--- src/rtl/apb_slave_regfile.sv ---
// -----------------------------------------------------------------------------
// apb_slave_regfile
//
// APB completer holding NUM_REGS read/write registers and a read-only transfer
// counter. Each transfer is accepted from a setup phase, held for WAIT_CYCLES
// access cycles with pready low, and then answered with a single-cycle pready
// pulse. All outputs are registered.
//
// Ports
//   clk      in   1           rising-edge clock
//   reset    in   1           synchronous, active-high reset
//   psel     in   1           APB select
//   penable  in   1           APB enable (access phase)
//   pwrite   in   1           1 = write, 0 = read
//   paddr    in   ADDR_WIDTH  APB address
//   pwdata   in   DATA_WIDTH  APB write data
//   prdata   out  DATA_WIDTH  read data, non-zero only while pready=1
//   pready   out  1           transfer complete, one cycle per transfer
//   pslverr  out  1           error response, only while pready=1
// -----------------------------------------------------------------------------
module apb_slave_regfile #(
    parameter int ADDR_WIDTH                   = 8,
    parameter int DATA_WIDTH                   = 8,
    parameter int NUM_REGS                     = 16,
    parameter int WAIT_CYCLES                  = 1,
    parameter logic [ADDR_WIDTH-1:0] CNT_ADDR  = {ADDR_WIDTH{1'b1}}
) (
    input  logic                  clk,
    input  logic                  reset,
    input  logic                  psel,
    input  logic                  penable,
    input  logic                  pwrite,
    input  logic [ADDR_WIDTH-1:0] paddr,
    input  logic [DATA_WIDTH-1:0] pwdata,
    output logic [DATA_WIDTH-1:0] prdata,
    output logic                  pready,
    output logic                  pslverr
);

    localparam int                  IDX_W      = (NUM_REGS > 1) ? $clog2(NUM_REGS) : 1;
    localparam logic [ADDR_WIDTH:0] NUM_REGS_W = (ADDR_WIDTH + 1)'(NUM_REGS);
    localparam logic [3:0]          WAIT_INIT  = 4'(WAIT_CYCLES);
    localparam logic [DATA_WIDTH-1:0] ZERO_D   = {DATA_WIDTH{1'b0}};
    localparam logic [DATA_WIDTH-1:0] ONE_D    = {{(DATA_WIDTH-1){1'b0}}, 1'b1};

    typedef enum logic [1:0] {
        IDLE   = 2'b00,
        ACCESS = 2'b01,
        RESP   = 2'b10
    } state_t;

    state_t                 state_r;
    logic [ADDR_WIDTH-1:0]  addr_r;
    logic                   write_r;
    logic [DATA_WIDTH-1:0]  wdata_r;
    logic [3:0]             wait_r;
    logic [DATA_WIDTH-1:0]  regs_r [NUM_REGS];
    logic [DATA_WIDTH-1:0]  cnt_r;
    logic [DATA_WIDTH-1:0]  prdata_r;
    logic                   pready_r;
    logic                   pslverr_r;

    logic                   setup_s;
    logic                   commit_s;
    logic [ADDR_WIDTH-1:0]  dec_addr_s;
    logic                   dec_write_s;
    logic [DATA_WIDTH-1:0]  dec_wdata_s;
    logic [IDX_W-1:0]       dec_idx_s;
    logic                   hit_reg_s;
    logic                   hit_cnt_s;
    logic                   wr_en_s;
    logic [DATA_WIDTH-1:0]  rd_data_s;
    logic                   err_s;

    assign setup_s   = psel & ~penable;
    assign prdata    = prdata_r;
    assign pready    = pready_r;
    assign pslverr   = pslverr_r;

    // Decide whether this edge enters RESP, and pick the transfer fields to decode.
    // With zero wait states the commit happens on the setup edge itself, so the
    // live bus values are used because the latches are only being loaded now.
    always_comb begin
        commit_s    = 1'b0;
        dec_addr_s  = addr_r;
        dec_write_s = write_r;
        dec_wdata_s = wdata_r;
        case (state_r)
            IDLE: begin
                if (setup_s && (WAIT_INIT == 4'd0)) begin
                    commit_s    = 1'b1;
                    dec_addr_s  = paddr;
                    dec_write_s = pwrite;
                    dec_wdata_s = pwdata;
                end else begin
                    commit_s    = 1'b0;
                end
            end
            ACCESS: begin
                if (psel && penable && (wait_r == 4'd1)) begin
                    commit_s = 1'b1;
                end else begin
                    commit_s = 1'b0;
                end
            end
            RESP: begin
                commit_s = 1'b0;
            end
            default: begin
                commit_s = 1'b0;
            end
        endcase
    end

    // Address decode and response data for the transfer being committed.
    always_comb begin
        dec_idx_s = dec_addr_s[IDX_W-1:0];
        hit_reg_s = ({1'b0, dec_addr_s} < NUM_REGS_W);
        hit_cnt_s = (dec_addr_s == CNT_ADDR);
        wr_en_s   = 1'b0;
        rd_data_s = ZERO_D;
        err_s     = 1'b0;
        if (hit_reg_s) begin
            wr_en_s   = commit_s & dec_write_s;
            rd_data_s = dec_write_s ? ZERO_D : regs_r[dec_idx_s];
            err_s     = 1'b0;
        end else if (hit_cnt_s) begin
            // Counter is read-only; the pre-increment value is returned.
            wr_en_s   = 1'b0;
            rd_data_s = dec_write_s ? ZERO_D : cnt_r;
            err_s     = dec_write_s;
        end else begin
            wr_en_s   = 1'b0;
            rd_data_s = ZERO_D;
            err_s     = 1'b1;
        end
    end

    // Transfer FSM: latches the setup phase, counts wait states, drives the response.
    always_ff @(posedge clk) begin
        if (reset) begin
            state_r   <= IDLE;
            addr_r    <= {ADDR_WIDTH{1'b0}};
            write_r   <= 1'b0;
            wdata_r   <= ZERO_D;
            wait_r    <= 4'd0;
            prdata_r  <= ZERO_D;
            pready_r  <= 1'b0;
            pslverr_r <= 1'b0;
        end else begin
            case (state_r)
                IDLE: begin
                    prdata_r  <= ZERO_D;
                    pready_r  <= 1'b0;
                    pslverr_r <= 1'b0;
                    if (setup_s) begin
                        addr_r  <= paddr;
                        write_r <= pwrite;
                        wdata_r <= pwdata;
                        wait_r  <= WAIT_INIT;
                        if (commit_s) begin
                            state_r   <= RESP;
                            prdata_r  <= rd_data_s;
                            pready_r  <= 1'b1;
                            pslverr_r <= err_s;
                        end else begin
                            state_r <= ACCESS;
                        end
                    end else begin
                        state_r <= IDLE;
                    end
                end
                ACCESS: begin
                    if (!psel) begin
                        // Master abandoned the transfer: no response, no commit.
                        state_r <= IDLE;
                        wait_r  <= 4'd0;
                    end else if (commit_s) begin
                        state_r   <= RESP;
                        wait_r    <= 4'd0;
                        prdata_r  <= rd_data_s;
                        pready_r  <= 1'b1;
                        pslverr_r <= err_s;
                    end else if (penable) begin
                        wait_r <= wait_r - 4'd1;
                    end else begin
                        wait_r <= wait_r;
                    end
                end
                RESP: begin
                    state_r   <= IDLE;
                    prdata_r  <= ZERO_D;
                    pready_r  <= 1'b0;
                    pslverr_r <= 1'b0;
                end
                default: begin
                    state_r   <= IDLE;
                    prdata_r  <= ZERO_D;
                    pready_r  <= 1'b0;
                    pslverr_r <= 1'b0;
                end
            endcase
        end
    end

    // Register bank and transfer counter, updated only on the edge entering RESP.
    always_ff @(posedge clk) begin
        if (reset) begin
            for (int i = 0; i < NUM_REGS; i++) begin
                regs_r[i] <= ZERO_D;
            end
            cnt_r <= ZERO_D;
        end else if (commit_s) begin
            cnt_r <= cnt_r + ONE_D;
            if (wr_en_s) begin
                regs_r[dec_idx_s] <= dec_wdata_s;
            end
        end
    end

endmodule
--- config.mk ---
export PLATFORM = sky130hd
export DESIGN_NAME = apb_slave_regfile
export DESIGN_NICKNAME = d
export VERILOG_FILES = /design/src/rtl/apb_slave_regfile.sv
export SDC_FILE = /design/constraint.sdc
export NUM_CORES = 1
export LEC_CHECK = 0
export CAP_MARGIN = 15
export CORE_UTILIZATION = 60
export CTS_BUF_LIST = sky130_fd_sc_hd__clkbuf_8
export DETAILED_ROUTE_END_ITERATION = 12
export PLACE_DENSITY = 0.79
export SKIP_LAST_GASP = 1
export SLEW_MARGIN = 10
export SYNTH_ARGS = -nofsm -noshare
export SYNTH_HDL_FRONTEND = slang
export SYNTH_SLANG_ARGS = --single-unit
--- constraint.sdc ---
create_clock -name clk -period 2.35 [get_ports clk]
set_input_delay 0.47 -clock clk [delete_from_list [all_inputs] [get_ports clk]]
set_output_delay 0.47 -clock clk [all_outputs]
set_load 0.005 [all_outputs]
==> results of run 1 <==
[cells in the mapped netlist (all sizes together), types with 4 or more instances]
cell    number  area share [%]
nand2       41             2.0
o21ai        4            0.25
a31oi        5            0.39
o221ai       7            0.77
and2       129              10
or2         18             1.4
dfxtp       45              11
nand2b       5            0.39
and3         8            0.63
a22oi        7            0.66
nand3       16             1.0
nor4        12             2.0
nor2        13            0.61
mux4        30             8.4
nor2b        5            0.39
nor3        12             1.3
or3          5            0.39
mux2        10             1.4
inv          8            0.38
edfxtp     128              48
buf          7            0.55
xnor2        4            0.44
mux2i       11             1.4
a21oi       22             1.4
clkbuf      26             1.2
[report_power, final]
group          internal, W  switching, W  total, W
Combinational     0.000186      0.000224  0.000410
Sequential         0.00336     0.0000927   0.00346
Clock             0.000875       0.00117   0.00205
Total              0.00442       0.00149   0.00591
[sequential cells by signal, summed over array words and instances, names as in the netlist, named ones only]
name and flops:
dec_wdata_s 8, prdata 8, state_r 2, cnt_r 8, wait_r 4, pready 1
addr_r 8, dec_write_s 1, pslverr 1, regs_r 128
[cell families after synthesis]
family | after synthesis | synth area share [%]
and+or+nand+nor | 279 | 22.0
muxes | 51 | 11.2
DFF | 173 | 59.3
adders and majority gates | 3 | 0.469
AOI/OAI and AO/OA | 52 | 4.16
buffers and inverters | 41 | 2.16
xor gates and xnor gates | 6 | 0.657
[placed cells by master, fill, tap and decap left out, types with 3 or more instances in the layout]
master,n
nor3_2,8
buf_12,3
edfxtp_1,128
a21oi_1,22
inv_6,6
nor2b_1,5
a31oi_1,5
mux4_2,30
dfxtp_1,44
nand2_1,40
nor3_1,4
nor4_2,6
xnor2_1,4
nor2_1,13
clkdlybuf4s50_1,30
nor4_4,3
or3_1,5
o221ai_1,7
inv_1,8
nand2b_1,5
or2_2,18
buf_4,40
a22oi_1,7
o21ai_0,4
and2_1,129
nor4_1,3
and3_1,8
mux2i_1,11
clkbuf_8,17
mux2_2,10
ha_1,3
nand3_1,16
[final cells by class]
type,instances,area [um^2]
Sequential cell,173,4750
Fill cell,871,3700
Multi-Input combinational cell,391,3080
Timing Repair Buffer,73,661
Clock buffer,17,234
Tap cell,172,215
Clock inverter,15,154
Inverter,8,30.0
[critical path, delay by kind of cell (launching register included)]
kind | cells | cell delay [ns]
simple gates | 4 | 1.05
fa+ha+maj | 1 | 0.19
flops | 1 | 0.34
buf+inv | 2 | 0.29
[per-stage QoR]
stage | power [W] | utilization, % | std cells | setup WS [ns]
2_1_floorplan | 0.00374 | - | 605 | 0.255
3_3_place_gp | 0.00391 | 68.1 | 817 | -0.0490
3_5_place_dp | 0.00393 | 68.1 | 817 | -0.157
4_1_cts | 0.00594 | 71.1 | 849 | 0.133
5_1_grt | 0.00607 | 71.1 | 849 | 0.0189
6_report | 0.00591 | 71.1 | 849 | 0.152
[worst paths after layout]
check	endpoint
min	pslverr
min reg2reg	pslverr
max reg2reg	regs_r[3][2]
max	regs_r[3][2]
[layer usage]
layer | track usage (%) | up-vias | share of wire [%]
li1 | - | 2350 | -
met1 | 37.7 | 2568 | 40
met2 | 49.0 | 195 | 52
met3 | 6.44 | 29 | 6.4
met4 | 9.38 | 0 | 1.6
met5 | 0 | - | 0
==> results.md, run 1 <==
- Outcome: finished clean
- DRT Wirelength: 19,000 um
- Max stage delay on crit path: 0.34 ns
- YS warnings: 0
- Overflow after GRT: 0
- Core outline area: 0.0128 mm^2
- Asr flop ratio synth: 0%
- Max-cap violation count: 0
- Power Density: 648 mW/mm^2
- Post-CTS Setup Bufs: 0
- Die W: 117 um
- Slew HR: 41.9%
- Layout cells sized above 1: 22.9%
- Wirelength per Cell: 22.4 um
- Critical path's slowest cell: dfxtp_1
- Gate Count Post-Synth: 605
- Die H: 117 um
- Least-Margin Pin Slew: 0.871 ns
- Worst hold start: pslverr
- Post-synth top flop: edfxtp_1
- Row count: 41
- Final setup fails: 0
- Io pins: 31
- Post-DP HPWL: 12,900 um
- Syn nets: 629
- Post-synth EDFFs: 128
- Synthesized area per cell: 13.2 um^2
- Worst-path cell chain: inv_1, ha_1, and4b_1, nand4_4, buf_12, nor4_2, or2_2
- Reg2Reg Launch Point: wait_r[1]
- CP Capture Type: flop
- Smallest hold slack: 0.485 ns
- Longest Clk Path Bufs: 2
- Setup crit start kind: flop
- Worst reg-to-reg setup slack: 0.15 ns
- Synth Register Bits: 173
- H-Tree Level Count: 4
- CTS root buf: clkbuf_8
- Port Buf Inserts: 30
- # DRC: 0
- Post-CTS sizing: 0
- Hold path depth: 2
- Initial Util: 62.4%
- Register area share after synthesis: 59.3%
- Global-route usage over all layers: 29.1%
- Unrepaired setup endpoints after global routing: false
- Vias/cell: 6.06
- Final Cycle Share: 93.5%
- Die Area: 0.0138 mm^2
- Max Fclk: 455 MHz
- Leak Pwr: 3.21 nW
- TritonRoute pass-1 iters: 5
- Clock Pin Slew Worst Setup and Hold Paths: 0.09 ns
- Final min period: 2.20 ns
- Largest net degree at the start of global routing: 49
- Worst-path fanout max: 16
- First-pass GRT wire length: 29,300 um
- Clk_lat worst skew: 0.46 ns
- Worst Hold Class: flop to flop
- Fin area: 0.00912 mm^2
- Dpl cell area: 0.00873 mm^2
- Final Hold Viols: 0
- Post-synth cell types: 51
- Gpl congestion: 0.804
- Initial antenna violation count: 0
- Cell area after synthesis: 0.00800 mm^2
- Clk sink count: 173
- Cell depth of the worst flop-to-flop path: 7
- Area growth syn-to-layout: 14.0%
- DRT iter0 DRCs: 508
- Slew Viols, Final: 0
- Number of global-route vias before repair: 5,188
- VDD IR max: 0.000479 V
- ANT nets after route: 0
- Layout net count: 688
- Diode count: 0
- CP startpoint: wait_r[1]
- Critical Setup Path Class: flop to flop
- Number of CTS-inserted buffers: 17
- Via count: 5,142
- Max Clock Skew: 0.0157 ns
- Crit path required time: 2.50 ns
- CTS tree: yes
- Data arrival, critical path: 2.35 ns
- Final setup TNS: 0 ns
- Cts hold-fix bufs: 0
Note: power is estimated with default switching activity, not from simulation.
==> inputs of run 2 (changes only) <==
--- a/config.mk
+++ b/config.mk
@@ -5,11 +5,12 @@
 export SDC_FILE = /design/constraint.sdc
 export NUM_CORES = 1
 export LEC_CHECK = 0
+export ABC_AREA = 1
 export CAP_MARGIN = 15
 export CORE_UTILIZATION = 60
 export CTS_BUF_LIST = sky130_fd_sc_hd__clkbuf_8
 export DETAILED_ROUTE_END_ITERATION = 12
-export PLACE_DENSITY = 0.79
+export PLACE_DENSITY_LB_ADDON = 0.12
 export SKIP_LAST_GASP = 1
 export SLEW_MARGIN = 10
 export SYNTH_ARGS = -nofsm -noshare
==> run 2 against run 1 <==
- first-iteration DRC count increased by 64%
- combinational power increased by 62%
- maximum frequency up 9.6%
- critical path type unchanged
- critical endpoint is now regs_r[1][6]
==> results.md, run 2 <==
- Clk pwr share: 36.5%
- Post-Synth XOR/XNOR Area: 0.111%
- Initial antenna violation count: 0
- Final min period: 2.01 ns
- Io pins: 31
- Post-CTS sizing: 0
- DRT Wirelength: 19,200 um
- Layout cells sized above 1: 12.1%
- Area growth syn-to-layout: 15.3%
- Post-synth top area share: 48.7%
- Longest Clk Path Bufs: 2
- Largest register FFs: 128
- CTS root buf: clkbuf_8
- CP startpoint: wait_r[1]
- Worst-path fanout max: 16
- Post-synth cell types: 29
- H-Tree Level Count: 4
- CP Capture Type: flop
- YS warnings: 0
- R2r endpoint: regs_r[1][6]
- Asr flop ratio synth: 0%
- Metal3 WL: 1620 um
- Global-route usage over all layers: 30.0%
- Max Clock Skew: 0.0109 ns
- Die W: 117 um
- Routed wl met2: 9280 um
- Largest net degree at the start of global routing: 85
- Number of CTS-inserted buffers: 17
- Row count: 41
- Clk_lat worst skew: 0.46 ns
- Max-cap violation count: 0
- Slew Viols, Final: 0
- Gpl congestion: 0.935
- Worst Hold Class: flop to flop
- First-pass GRT wire length: 29,200 um
- Core outline area: 0.0127 mm^2
- FILL cells: 995
- Max Fclk: 499 MHz
- Seq. cell area: 0.00475 mm^2
- Cell depth of the worst flop-to-flop path: 9
- Post-synth EDFFs: 128
- Syn nets: 878
- Die H: 117 um
- Commonest non-fill, non-tap cells in the layout: 220 x nor2_1, 128 x edfxtp_1, 123 x nand2_1
- DRT iter0 DRCs: 835
- Gate power share: 10.3%
- Slew HR: 48.0%
- Crit path required time: 2.48 ns
- Top cells by area in the synthesized netlist: edfxtp_1 49%, dfxtp_1 11%, nor2_1 10%, nand2_1 5.9%, o21ai_0 3.9%
- Clk sink count: 173
- Clock Pin Slew Worst Setup and Hold Paths: 0.08 ns
- Post-CTS Setup Bufs: 0
- Most common cell after layout, fill and taps aside: nor2_1
- Net Sw Power: 0.00158 W
- Number of global-route vias before repair: 5,681
- Die Area: 0.0136 mm^2
- Cts hold-fix bufs: 0
- VDD IR max: 0.000421 V
- Initial Util: 62.0%
- M1 WL: 7680 um
- Final Hold Viols: 0
- Synth Register Bits: 173
- Setup crit start kind: flop
- Via count: 6,148
- Tot Pwr: 0.00642 W
- Simple-gate portion of the synthesized area: 24.7%
- Gate Count Post-Synth: 854
- ANT nets after route: 0
- Largest family of logic cells by synthesized area: simple AND/OR/NAND/NOR gates
- Post-synthesis adder-cell area fraction: 0.476%
- Synthesized area per cell: 9.23 um^2
- Diode count: 0
- Cell Int Power: 0.00484 W
- Power Density: 706 mW/mm^2
- Largest area contributor in the netlist: edfxtp_1
- Final setup fails: 0
- Fin util: 71.5%
- Register area share after synthesis: 60.2%
- Most common cell in the netlist: nor2_1
- Crit path capture: regs_r[1][6]
- Max layer used: met4
- Pre-CTS setup slack: -0.0901 ns
- Post-synth top flop: edfxtp_1
- CTS tree: yes
- Unrepaired setup endpoints after global routing: false
- Most instantiated cells after synthesis: 220 x nor2_1, 128 x edfxtp_1, 123 x nand2_1, 68 x inv_1, 62 x o21ai_0
- Cell area after synthesis: 0.00789 mm^2
- TritonRoute pass-1 iters: 5
- Port Buf Inserts: 30
- Vias/cell: 5.61
- Data arrival, critical path: 2.14 ns
- Compound-Gate Fraction of Synth Area: 8.50%
- Area of the multi-input gates: 0.00267 mm^2
- Leak Pwr: 3.38 nW
- Mux contribution to synthesized area: 0%
- Worst reg-to-reg setup slack: 0.34 ns
- Fin worst setup slack: 0.345 ns
- Layout net count: 934
- Sequential share of power: 53.2%
- Final Cycle Share: 85.3%
- Outcome: finished clean
- Switch share: 24.6%
- Critical Setup Path Class: flop to flop
- Overflow after GRT: 0
- Most flop-heavy register: regs_r
- Post-DP HPWL: 13,100 um
- Wirelength per Cell: 17.5 um
- # DRC: 0
- Reg2Reg Launch Point: wait_r[1]
- Least-Margin Pin Slew: 0.781 ns
## run 2: area by class of cell
class / instances / share of cell area (%)
Tap cell: 172 / 2.37
Multi-Input combinational cell: 560 / 29.3
Sequential cell: 173 / 52.2
Clock inverter: 15 / 2.44
Clock buffer: 17 / 2.57
Inverter: 77 / 3.18
Timing Repair Buffer: 81 / 7.93
## run 2: routing by layer
layer,vias up,track usage (%)
met5,-,0
met2,288,47.9
met4,0,15.4
met1,2867,39.1
met3,56,5.97
li1,2937,-
## run 2: how the worst min path moves through the flow
stage	slack, ns	to	depth (start not counted)	start
global route	0.49	pready	2	pready
finish	0.47	pready	2	pready
CTS	0.47	pready	2	pready
floorplan	0.44	cnt_r[0]	2	cnt_r[0]
detailed placement	0.46	pready	2	pready
global placement	0.45	pready	2	pready
## run 2: worst max-delay path, cell delays in order, from the launching register on
cell and delay, ns:
dfxtp_1 0.32, inv_1 0.09, ha_1 0.14, inv_1 0.06, nor2_4 0.11, nand3_2 0.10
nor4_4 0.20, buf_12 0.26, nand3_2 0.10, nand2_1 0.28
## run 2: cells by family after synthesis
family | after synthesis
DFF | 173
xor gates and xnor gates | 1
buffers and inverters | 121
and+or+nand+nor | 434
adders and majority gates | 3
AOI/OAI and AO/OA | 122
## run 2: power by group through the flow
stage,Sequential (W),Combinational [W],Clock (W)
3_5_place_dp,0.00349,0.000651,0
3_3_place_gp,0.00348,0.000634,0
2_1_floorplan,0.00347,0.000406,0
5_1_grt,0.00343,0.000721,0.00247
4_1_cts,0.00342,0.000654,0.00235
6_report,0.00342,0.000663,0.00234
## run 2: through the flow
stage          TNS [ns]  hold slack (ns)  area [um^2]  instances
6_report              0            0.466         9090       1095
5_1_grt               0            0.485         9090       1095
4_1_cts               0            0.470         9090       1095
3_5_place_dp      -6.53            0.456         8640       1063
3_3_place_gp      -1.09            0.452         8640       1063
2_1_floorplan         0            0.440         7890        854
==> variant 1: new RTL, config.mk and constraints of run 1 <==
Reset style: asynchronous (`reset`), changed in 2 clocked blocks. Comments in the files are not updated.
--- a/src/rtl/apb_slave_regfile.sv
+++ b/src/rtl/apb_slave_regfile.sv
@@ -137,7 +137,7 @@
     end
 
     // Transfer FSM: latches the setup phase, counts wait states, drives the response.
-    always_ff @(posedge clk) begin
+    always_ff @(posedge clk or posedge reset) begin
         if (reset) begin
             state_r   <= IDLE;
             addr_r    <= {ADDR_WIDTH{1'b0}};
@@ -204,7 +204,7 @@
     end
 
     // Register bank and transfer counter, updated only on the edge entering RESP.
-    always_ff @(posedge clk) begin
+    always_ff @(posedge clk or posedge reset) begin
         if (reset) begin
             for (int i = 0; i < NUM_REGS; i++) begin
                 regs_r[i] <= ZERO_D;
Behaviour: differs if reset is asserted again (counterexample within 4 cycles, from zero or initial values and one cycle with reset high); with reset held inactive, the same outputs for 4 cycles.
==> variant 1 against run 1 <==
- routed wire length is 16% lower
- core utilization is 0.99 points lower
- setup slack worse by 0.042 ns
- first-iteration DRC count is 55% lower
- area after synthesis is 3.3% lower
- sequential cell count is 4 lower
- cell area is 3.0% lower
- global-route usage is 2.5 points lower
- synthesized cell count is 12% lower
- highest routed layer unchanged
Power is not compared: it rests on default switching activity, and its combinational part moved more than twofold at a synthesized area within 25%.
==> variant 1: results (changes against run 1) <==
| Metric | Value |
|---|---|
| Synth Net Count | 554 (-12%) |
| Post-Place Setup Slack | -0.147 ns (+0.0105 ns) |
| Post-CTS Setup Bufs | 0 (unchanged) |
| Initial antenna violation count | 0 (unchanged) |
| Largest net degree at the start of global routing | 95 (+94%) |
| 1st-iter DRT viols | 230 (-55%) |
| Status | completed |
| Via count | 4556 (-11%) |
| Hpwl dp | 10700 um (-17%) |
| Total GRT Usage | 26.6% (-2.5 points) |
| Cells on worst reg2reg path | 6 (-1) |
| Met1 Use GR | 33.8% (-4.0 points) |
| Syn Inst Count | 530 (-12%) |
| Met3 Usage GRT | 7.85% (+1.4 points) |
| Placer Congestion | 0.808 (+0.51%) |
| Worst EP arrival | 2.58 ns (+0.23 ns) |
| DR WL/cell | 20.9 um (-6.4%) |
| Worst-path maximum fanout | 8 (-8) |
| Detail Route met3 WL | 762 um (-37%) |
| CTS H-tree lvls | 4 (unchanged) |
| Drt first pass iters | 4 (-1) |
| Tmin final | 2.24 ns (+0.0416 ns) |
| Top cells by area, synth | dfrtp_1 (55%), mux2_2 (20%), mux4_2 (9.3%) |
| Dpl cells | 732 (-10%) |
| Switching share of power | 29.9% |
| Fillers | 874 (+0.34%) |
| Metal1 wirelength | 6920 um (-9.4%) |
| Hold Crit Depth | 1 (-1) |
| Hold slack | 0.488 ns (+0.00253 ns) |
| Layout cells sized above 1 | 43.1% (+20 points) |
| Actual slew at the worst max-slew pin | 0.569 ns (-0.301 ns) |
| Post-synth ARST share | 100% (+100 points) |
| Number of flip-flops in the largest register | 128 (unchanged) |
| Vias in the first global route | 4847 (-6.6%) |
| Area after DPL | 0.00844 mm2 (-3.4%) |
| GR Util met2 | 43.0% (-6.0 points) |
| First-pass GRT wire length | 25800 um (-12%) |
| Met2 wire len | 7990 um (-19%) |
| CTS resizes | 0 (unchanged) |
| # diodes | 0 (unchanged) |
| Clk slew on worst S/H paths | 0.08 ns |
| Clock Latency Late Sink | 0.46 ns (about the same) |
| Top cells by instance count after synthesis | dfrtp_1 (169), mux2_2 (136), mux4_2 (32) |
| Final #Nets | 603 (-12%) |
| DRT Wirelength | 16000 um (-16%) |
| Netlist cell types | 44 (-14%) |
| Register area share after synthesis | 54.6% (-4.7 points) |
| Layout Skew | 0.0144 ns (-0.00136 ns) |
[variant 1: changes by cell type after synthesis, moves of 25 or more]
| cell | delta |
|---|---|
| edfxtp_1 | -128 |
| nand2_1 | -25 |
| dfrtp_1 | +169 |
| dfxtp_1 | -45 |
| mux2_2 | +126 |
| and2_1 | -128 |
[variant 1: power by group through the flow]
stage	clock network [W]	logic, W	registers [W]
after floorplan	0	0.000922	0.00329
after global placement	0	0.00112	0.00350
after detailed placement	0	0.00115	0.00352
after CTS	0.00209	0.00116	0.00346
after global routing	0.00221	0.00125	0.00352
final	0.00205	0.00115	0.00347
[variant 1: worst paths after layout]
kind / end / startpoint
setup / recovery: regs_r[21] / addr_r[4]
hold / removal: cnt_r[7] / cnt_r[7]
hold reg to reg: cnt_r[7] / cnt_r[7]
setup reg to reg: regs_r[21] / addr_r[4]
max in group asynchronous: prdata[2] / reset
min in group asynchronous: addr_r[4] / reset
[variant 1: layout make-up]
type                       instances  area, um2  area share [%]
clock buffer                      20        275            3.11
clock inverter                    12        124            1.40
inverter                           5       22.5           0.254
multi-input combinational        324       3360            37.9
sequential                       169       4230            47.8
tap                              172        215            2.43
timing repair buffer              62        628            7.10
[variant 1: cell families (layout without fill, tap and decap cells)]
family / count (synthesis) / after routing / share of synthesized area (%)
compound gates: 27 / 27 / 2.18
xor+xnor: 9 / 9 / 1.02
fa+ha+maj: 3 / 3 / 0.485
buf+inv: 37 / 99 / 2.17
flops: 169 / 169 / 54.6
mux: 192 / 192 / 32.5
simple gates: 93 / 93 / 7.05
[variant 1: critical path, cell delays in order (launching register included)]
cell and delay (ns):
dfrtp_1 0.41, or4_4 0.60, nor2_4 0.18, and4b_1 0.28, and2b_1 0.18, buf_12 0.15
mux2_1 0.33
==> variant 2: new RTL, settings of run 1 <==
Made on the original files. `ADDR_WIDTH`: 8 -> 7.
--- a/src/rtl/apb_slave_regfile.sv
+++ b/src/rtl/apb_slave_regfile.sv
@@ -19,7 +19,7 @@
 //   pslverr  out  1           error response, only while pready=1
 // -----------------------------------------------------------------------------
 module apb_slave_regfile #(
-    parameter int ADDR_WIDTH                   = 8,
+    parameter int ADDR_WIDTH                   = 7,
     parameter int DATA_WIDTH                   = 8,
     parameter int NUM_REGS                     = 16,
     parameter int WAIT_CYCLES                  = 1,
Interface: changed (resized paddr); port bits go from 31 to 30. The function was not compared with the original's and may differ.
==> variant 2 against run 1 <==
- fmax increased by 3.2%
- hold slack got worse by 0.017 ns
- sequential cell count shrank 1
- total power increased by 0.45%
- area after synthesis down 2.8%
- global-route usage fell by 1.0 points
- sequential share of layout area up 1.2 points
- setup slack better by 0.067 ns
- cell area shrank 2.7%
- routed wire length fell by 7.9%
- critical endpoint is now regs_r[2][4]
- largest cell class unchanged
- largest power group unchanged
- highest routed layer unchanged
==> variant 2: results (changes against run 1) <==
| Metric | Value |
|---|---|
| Layout Skew | 0.0138 ns (-0.00189 ns) |
| Synth Net Count | 609 (-3.2%) |
| Netlist cell types | 47 (-7.8%) |
| GR Util met2 | 46.9% (-2.1 points) |
| Max layer used | met4 |
| Worst EP arrival | 2.30 ns (-0.05 ns) |
| Vias in the first global route | 4689 (-9.6%) |
| Post-synth EDFFs | 128 (unchanged) |
| Critical R2R Launch | state_r[0] |
| First-pass GRT wire length | 26200 um (-11%) |
| 1st-iter DRT viols | 458 (-9.8%) |
| Worst vdd ir | 0.000496 V (+3.6%) |
| DRT Wirelength | 17500 um (-7.9%) |
| Met1 Use GR | 36.5% (-1.2 points) |
| Worst setup SP type | flop |
| Placer Congestion | 0.858 (+6.8%) |
| Max incr delay on CP | 0.45 ns (+0.11 ns) |
| Max-Slew Margin vs Limit | 45.2% (+3.3 points) |
| Vias per inst | 5.99 (-1.2%) |
| Post-Place Setup Slack | -0.188 ns (-0.0312 ns) |
| Port-buffer cells | 29 (-3.3%) |
| Top cells by instance count after synthesis | and2_1 (128), edfxtp_1 (128), nand2_1 (51) |
| Drt first pass iters | 4 (-1) |
| HP Class | reg2reg |
| Hpwl dp | 12200 um (-5.1%) |
| Area after DPL | 0.00847 mm2 (-3.0%) |
| Detail Route met3 WL | 1100 um (-9.2%) |
| Cells on worst reg2reg path | 5 (-2) |
| Post-synth ARST share | 0% (unchanged) |
| Delay-heaviest family, CP | simple AND/OR/NAND/NOR gates |
| Layout cells sized above 1 | 22.1% (-0.84 points) |
| Pleak | 3.11 nW (-3.1%) |
| Avg Cell Area, Syn | 13.3 um2 (+0.34%) |
| Sw power | 0.00143 W (-4.0%) |
| CTS H-tree lvls | 4 (unchanged) |
| Status | completed |
| # diodes | 0 (unchanged) |
| Met3 Usage GRT | 6.49% (+0.042 points) |
| Dpl cells | 793 (-2.9%) |
| Met2 wire len | 9060 um (-7.9%) |
| Clock Latency Late Sink | 0.48 ns (+0.02 ns) |
| Syn. warnings | 0 (unchanged) |
| Final #Nets | 663 (-3.6%) |
| Clk slew on worst S/H paths | 0.09 ns (about the same) |
| Initial antenna violation count | 0 (unchanged) |
| Register area share after synthesis | 60.8% (+1.5 points) |
| Total GRT Usage | 28.1% (-1.0 points) |
| Metal1 wirelength | 7050 um (-7.7%) |
| Largest net degree at the start of global routing | 33 (-33%) |
| Top cells by area, synth | edfxtp_1 (49%), dfxtp_1 (11%), and2_1 (10%) |
| DR WL/cell | 21.2 um (-5.3%) |
[variant 2: cell types whose count changed in the layout (fill, tap and decap cells not counted), sizes merged, moves of 6 or more]
cell / run 1 / this run
buf: 43 / 37
inv: 16 / 10
mux2i: 11 / 0
nand2: 41 / 51
nand3: 16 / 10
nor4: 12 / 6
o221ai: 7 / 0
[variant 2: tightest hold or removal path, cell delays in order, from the launching register on]
cell,delay [ns]
dfxtp_1,0.32
nand2_1,0.05
a21oi_1,0.06
[variant 2: cells by family (layout without fill, tap and decap cells)]
family          after synthesis  count (layout)  share of synthesized area (%)
compound gates               53              53                           4.59
flops                       172             172                           60.8
simple gates                285             285                           22.1
fa+ha+maj                     3               3                          0.483
mux                          37              37                           9.99
buf+inv                      33             100                           1.72
xor+xnor                      3               3                          0.338
[variant 2: final cells by class]
cell class / count / area [um2]
Sequential cell: 172 / 4730
Multi-Input combinational cell: 381 / 2920
Tap cell: 172 / 215
Clock buffer: 18 / 248
Inverter: 2 / 7.51
Timing Repair Buffer: 66 / 606
Clock inverter: 14 / 156
Fill cell: 860 / 3740
[variant 2: power by group through the flow]
| stage | logic [W] | clock network (W) | registers [W] |
|---|---|---|---|
| 2_1_floorplan | 0.000259 | 0 | 0.00344 |
| 3_3_place_gp | 0.000363 | 0 | 0.00350 |
| 3_5_place_dp | 0.000370 | 0 | 0.00350 |
| 4_1_cts | 0.000372 | 0.00213 | 0.00343 |
| 5_1_grt | 0.000400 | 0.00225 | 0.00344 |
| 6_report | 0.000374 | 0.00213 | 0.00343 |
[variant 2: worst paths after layout]
path | endpoint | slack, ns
max | regs_r[2][4] | 0.22
min | pslverr | 0.47
max reg2reg | regs_r[2][4] | 0.22
min reg2reg | pslverr | 0.47
